===== config.mk =====
export PLATFORM = sky130hd
export DESIGN_NAME = serial_subtractor
export DESIGN_NICKNAME = d
export VERILOG_FILES = /design/src/rtl/serial_subtractor.sv
export SDC_FILE = /design/constraint.sdc
export NUM_CORES = 1
export LEC_CHECK = 0
export CAP_MARGIN = 20
export CORE_MARGIN = 2
export CORE_UTILIZATION = 50
export DETAILED_ROUTE_END_ITERATION = 12
export PLACE_DENSITY_LB_ADDON = 0.3
export SYNTH_ARGS = -nofsm -noshare
export SYNTH_HDL_FRONTEND = slang
export SYNTH_SLANG_ARGS = --single-unit

===== constraint.sdc =====
create_clock -name clk -period 2.7 [get_ports clk]
set_clock_uncertainty 0.15 [all_clocks]
set_input_delay 0.54 -clock clk [delete_from_list [all_inputs] [get_ports clk]]
set_output_delay 0.54 -clock clk [all_outputs]
set_load 0.005 [all_outputs]

===== src/rtl/serial_subtractor.sv =====
// serial_subtractor: bit-serial unsigned subtractor, one result bit per clock, LSB first
// Ports:
//   clk, rst      clock and synchronous active-high reset
//   start         begin a subtraction (sampled only in IDLE)
//   a, b          minuend and subtrahend, captured on the accepted start
//   busy          high in SHIFT and DONE
//   done          one-cycle pulse when diff/borrow are valid
//   diff, borrow  a - b modulo 2^WIDTH and unsigned borrow-out (a < b)
//   ovf           signed overflow of a - b, present only with SERIAL_SUB_OVF_EN defined
module serial_subtractor #(
  parameter int WIDTH = 8
) (
  input  logic             clk,
  input  logic             rst,
  input  logic             start,
  input  logic [WIDTH-1:0] a,
  input  logic [WIDTH-1:0] b,
  output logic             busy,
  output logic             done,
  output logic [WIDTH-1:0] diff,
  output logic             borrow
`ifdef SERIAL_SUB_OVF_EN
  ,
  output logic             ovf
`endif
);
  typedef enum logic [1:0] {IDLE, SHIFT, DONE} state_t;
  // one extra count value so that WIDTH itself fits without wrapping
  localparam int CW = $clog2(WIDTH + 1);
  state_t state;
  logic [WIDTH-1:0] ra, rb, rr;
  logic [CW-1:0] cnt;
  logic bin, d, bout, last;
`ifdef SERIAL_SUB_OVF_EN
  // operand signs are shifted out of ra/rb, so keep them for the overflow term
  logic sa, sb;
`endif
  assign d    = ra[0] ^ rb[0] ^ bin;
  assign bout = (~ra[0] & rb[0]) | (~(ra[0] ^ rb[0]) & bin);
  assign last = cnt == CW'(WIDTH - 1);
  always_ff @(posedge clk) begin
    if (rst) begin
      state  <= IDLE;
      ra     <= '0;
      rb     <= '0;
      rr     <= '0;
      cnt    <= '0;
      bin    <= 1'b0;
      busy   <= 1'b0;
      done   <= 1'b0;
      diff   <= '0;
      borrow <= 1'b0;
`ifdef SERIAL_SUB_OVF_EN
      sa     <= 1'b0;
      sb     <= 1'b0;
      ovf    <= 1'b0;
`endif
    end else begin
      case (state)
        IDLE: if (start) begin
          state <= SHIFT;
          ra    <= a;
          rb    <= b;
          rr    <= '0;
          cnt   <= '0;
          bin   <= 1'b0;
          busy  <= 1'b1;
`ifdef SERIAL_SUB_OVF_EN
          sa    <= a[WIDTH-1];
          sb    <= b[WIDTH-1];
`endif
        end
        SHIFT: begin
          rr  <= {d, rr[WIDTH-1:1]};
          ra  <= ra >> 1;
          rb  <= rb >> 1;
          bin <= bout;
          cnt <= cnt + 1'b1;
          // the final bit goes straight into the outputs so they change only here
          if (last) begin
            state  <= DONE;
            done   <= 1'b1;
            diff   <= {d, rr[WIDTH-1:1]};
            borrow <= bout;
`ifdef SERIAL_SUB_OVF_EN
            ovf    <= (sa ^ sb) & (d ^ sa);
`endif
          end
        end
        DONE: begin
          state <= IDLE;
          done  <= 1'b0;
          busy  <= 1'b0;
        end
        default: state <= IDLE;
      endcase
    end
  end
endmodule


**Word level (Yosys, flattened, before mapping)**

Cells that the tools add are included.

- Flip-flop bits (word level): 42
- Bits of input ports: 19
- Logic and storage cells: 49
- Output and inout bits: 11

- Bitwise gates (word level): 7
- Reductions and logical operators: 9
- Add/subtract/negate cells: 1
- Mux-type cells: 17
- Equal/unequal tests: 5

Operators with widths:

| operator | count |
|---|---|
| $pmux W8 S2 | 3 |
| $mux W8 | 3 |
| $reduce_and A2 Y1 | 5 |
| $pmux W4 S2 | 1 |
| $pmux W1 S2 | 3 |
| $reduce_bool A2 Y1 | 3 |
| $add A4 B1 Y4 const B | 1 |
| $eq A4 B3 Y1 const B | 1 |
| $mux W2 | 2 |
| $mux W4 | 1 |
| $ne A2 B2 Y1 const B | 2 |
| $pmux W2 S2 | 1 |
| $mux W1 | 3 |
| $and A1 B1 Y1 | 2 |
| $eq A2 B1 Y1 const B | 1 |
| $eq A2 B2 Y1 const B | 1 |
| $logic_not A2 Y1 | 1 |
| $not A1 Y1 | 2 |
| $xor A1 B1 Y1 | 2 |
| $or A1 B1 Y1 | 1 |

**Depth between registers and ports, before layout**

- Depth in word-level cells: 5
- Depth in mapped cells: 6
- Mapped depth without buffers: 4

**Least setup slack after synthesis**

No wires, ideal clock.

- Path type: input port to flip-flop
- Start point: input start
- End point: register ra[2]
- Arrival time: 1200 ps
- Setup time: 133 ps
- Cell stages on the path: 4
- Data required time: 2417 ps
- Path buffers: 1
- Setup slack: 1217 ps
- Path through: clkbuf_1 or3b_1 o21ai_0 a21oi_1

- Cells in the longest elaborated chain, start to end: 2

RTL lines:

| element | line | text |
|---|---|---|
| start, declared | 15 | `input logic start,` |
| $ne A2 B2 Y1 (no source line) | - |  |
| $reduce_and A2 Y1 (no source line) | - |  |
| end signal, assigned | 75 | `ra <= ra >> 1;` |
| end, declared | 31 | `logic [WIDTH-1:0] ra, rb, rr;` |

No other way between the ends.
A chain may end at the register's enable or synchronous reset.

**Worst setup path after layout**

- Start point: input start
- End point: register ra[3]

Same word-level chain as after synthesis.

==> key figures <==
Clock network
  – Clock buffer depth: 2
  – CTS tree: built
  – H-tree depth: 2
  – Worst skew pair latency: 0.29 ns
  – Num CTS Buffers: 5
  – Clock Sinks: 41
  – Hold Buf Count CTS: 0
  – CTS Root Cell: clkbuf_8
  – Setup Fix Bufs, Post-CTS: 0
  – Post-CTS Resized: 0
  – Clk slew on worst S/H paths: 0.08 ns

Global route
  – Largest net degree at the start of global routing: 29
  – Initial antenna violation count: 0
  – Grt total ovfl: 0
  – Vias in the first global route: 1440
  – Total GRT Usage: 19.5%
  – First-pass GRT wire length: 6440 um

Synthesis
  – Post-Syn Area per Cell: 9.32 um^2
  – Synthesized flop and latch total: 41
  – Netlist cell types: 35
  – Top_reg_cell synth: dfxtp_1
  – Post-Syn Instances: 198
  – Syn Nets: 219
  – Seq/Total Area, Yosys: 44.5%
  – Synthesized area: 0.00185 mm^2
  – Post-synth EDFFs: 0
  – Syn. warnings: 0
  – Post-synth ARST share: 0%

Finish
  – Final cell count without fillers: 266
  – Layout cell share with drive strength beyond 1: 11.0%
  – Commonest non-fill, non-tap cells in the layout: dfxtp_1 (41), clkdlybuf4s50_1 (29), a21oi_1 (28), o221ai_1 (13), nor2_1 (13)
  – Filler cells: 301
  – Final Util: 60.3%
  – Multi-input gate area: 876 um^2
  – Register area: 821 um^2
  – Area grow syn2layout: 17.8%
  – Nets@finish: 238
  – Antenna Cells: 0
  – Most common cell after layout, fill and taps aside: dfxtp_1

Setup path
  – Max Fanout on Critical Path: 24
  – Critical Path End Type: flip-flop
  – WP data required: 2.71 ns
  – WS Path Type: primary input to flip-flop
  – Arr. time, crit path: 2.04 ns
  – CP Launch Type: primary input

Drt
  – Pre-antenna DRT Iters: 7
  – First DRT Iteration DRCs: 95
  – WL final: 3950 um
  – Via density: 5.79
  – WL/cell: 14.8 um
  – Via count: 1541
  – Post-route antenna net violation count: 0
  – Post-route DRC: 0

Placement
  – Placer Congestion: 0.769
  – Hpwl dp: 2610 um
  – PortBufs: 29
  – Placed instance count: 258

Pwr
  – Max rail drop VDD: 0.000355 V
  – Switching Share: 25.4%
  – Switching Power: 0.000299 W
  – Clock group share of total power: 32.9%
  – P per Cell Area: 540 mW/mm^2
  – Flop pwr share: 55.6%
  – Int Power: 0.000875 W
  – Combinational share of power: 11.4%
  – Static Leakage: 0.760 nW
  – Tot Pwr: 0.00117 W

Timing
  – Pins Over Slew Limit: 0
  – Setup violators final: 0
  – Final Hold Fails: 0
  – Unrepaired setup endpoints after global routing: no
  – Least-Margin Pin Slew: 0.732 ns
  – Period Utilization, post-route: 75.5%
  – Minimum clock period: 2.04 ns
  – Worst slew margin: 51.2%
  – Max Clk Rate: 0.491 GHz
  – Hold slack: 0.328 ns
  – Setup TNS: 0 ns

Die
  – # IOs: 30
  – Core area: 0.00361 mm^2
  – Die ar.: 0.00419 mm^2
  – Die height: 64.8 um
  – Die width: 64.8 um
  – Initial Util: 51.2%
  – Cell Rows: 22

Flow run
  – MaxCap Viol Count: 0

Hold path
  – Hold WC Path Type: flip-flop to flip-flop

Run status
  – Status: complete, no violations
-- layer usage --
| metal | vias to the layer above | routed length, um | GRT usage, % |
|---|---|---|---|
| met1 | 749 | 1780 | 22.7 |
| met5 | - | 0 | 0 |
| li1 | 763 | - | - |
| met4 | 0 | 32 | 5.05 |
| met2 | 24 | 2000 | 35.2 |
| met3 | 5 | 144 | 5.21 |
-- path summary, 6_finish.rpt --
kind / startpoint / endpoint / slack (ns) / depth (start not counted)
max reg2reg: cnt[0]$_SDFFE_PP0P_ / borrow$_SDFFE_PP0P_ / 0.83 / 4
min: rr[1]$_SDFFE_PP0P_ / diff[0]$_SDFFE_PP0P_ / 0.33 / 2
min reg2reg: rr[1]$_SDFFE_PP0P_ / diff[0]$_SDFFE_PP0P_ / 0.33 / 2
max: start / ra[3]$_SDFFE_PP0P_ / 0.66 / 4
-- stage by stage --
step | area [um^2] | setup WS [ns]
floorplan | 1850 | 1.22
global placement | 2090 | 0.449
detailed placement | 2090 | 0.356
CTS | 2170 | 0.671
global route | 2170 | 0.491
finish | 2170 | 0.663
-- final cells by class --
class                           instances  area share, %
Multi-Input combinational cell        132           40.3
Sequential cell                        41           37.7
Timing Repair Buffer                   32           14.4
Clock buffer                            5           3.16
Tap cell                               48           2.76
Inverter                                5          0.863
Clock inverter                          3          0.806
-- critical path, stage by stage --
cell,delay (ns)
clkdlybuf4s50_1,0.89
or3b_1,0.40
o21ai_0,0.10
a21oi_1,0.10
-- state kept, by name, indices dropped and copies added, names as in the netlist --
name	count
diff	8
ra	8
rb	8
rr	7
cnt	4
state	2
bin	1
borrow	1
busy	1
done	1
-- power by group through the flow --
| stage | Combinational, W | Clock [W] | Sequential [W] |
|---|---|---|---|
| after floorplan | 0.0000996 | 0 | 0.000658 |
| after CTS | 0.000134 | 0.000394 | 0.000653 |
| after detailed placement | 0.000133 | 0 | 0.000667 |
| final | 0.000134 | 0.000387 | 0.000653 |
| after global routing | 0.000150 | 0.000421 | 0.000656 |
| after global placement | 0.000127 | 0 | 0.000665 |
-- cell families after synthesis --
family / synth area share (%)
fa+ha+maj: 1.76
flops: 44.5
mux: 0.542
buf+inv: 8.07
simple gates: 14.8
compound gates: 30.4
-- synth_stat cells, types with 2 or more instances --
| cell | n | area [um^2] |
|---|---|---|
| o221ai_1 | 13 | 114 |
| buf_6 | 4 | 45.0 |
| o21ai_0 | 9 | 45.0 |
| nor2b_1 | 4 | 25.0 |
| a211oi_1 | 2 | 15.0 |
| a21bo_2 | 8 | 80.1 |
| buf_4 | 2 | 15.0 |
| dfxtp_1 | 41 | 821 |
| or3b_1 | 8 | 70.1 |
| clkbuf_1 | 8 | 30.0 |
| nand2_1 | 6 | 22.5 |
| o22ai_1 | 7 | 43.8 |
| a21oi_1 | 28 | 140 |
| nor2_1 | 13 | 48.8 |
| buf_2 | 5 | 25.0 |
| a22oi_1 | 8 | 60.1 |
| inv_1 | 5 | 18.8 |
| nand3_1 | 10 | 50.1 |
Note: power is estimated with default switching activity, not from simulation.
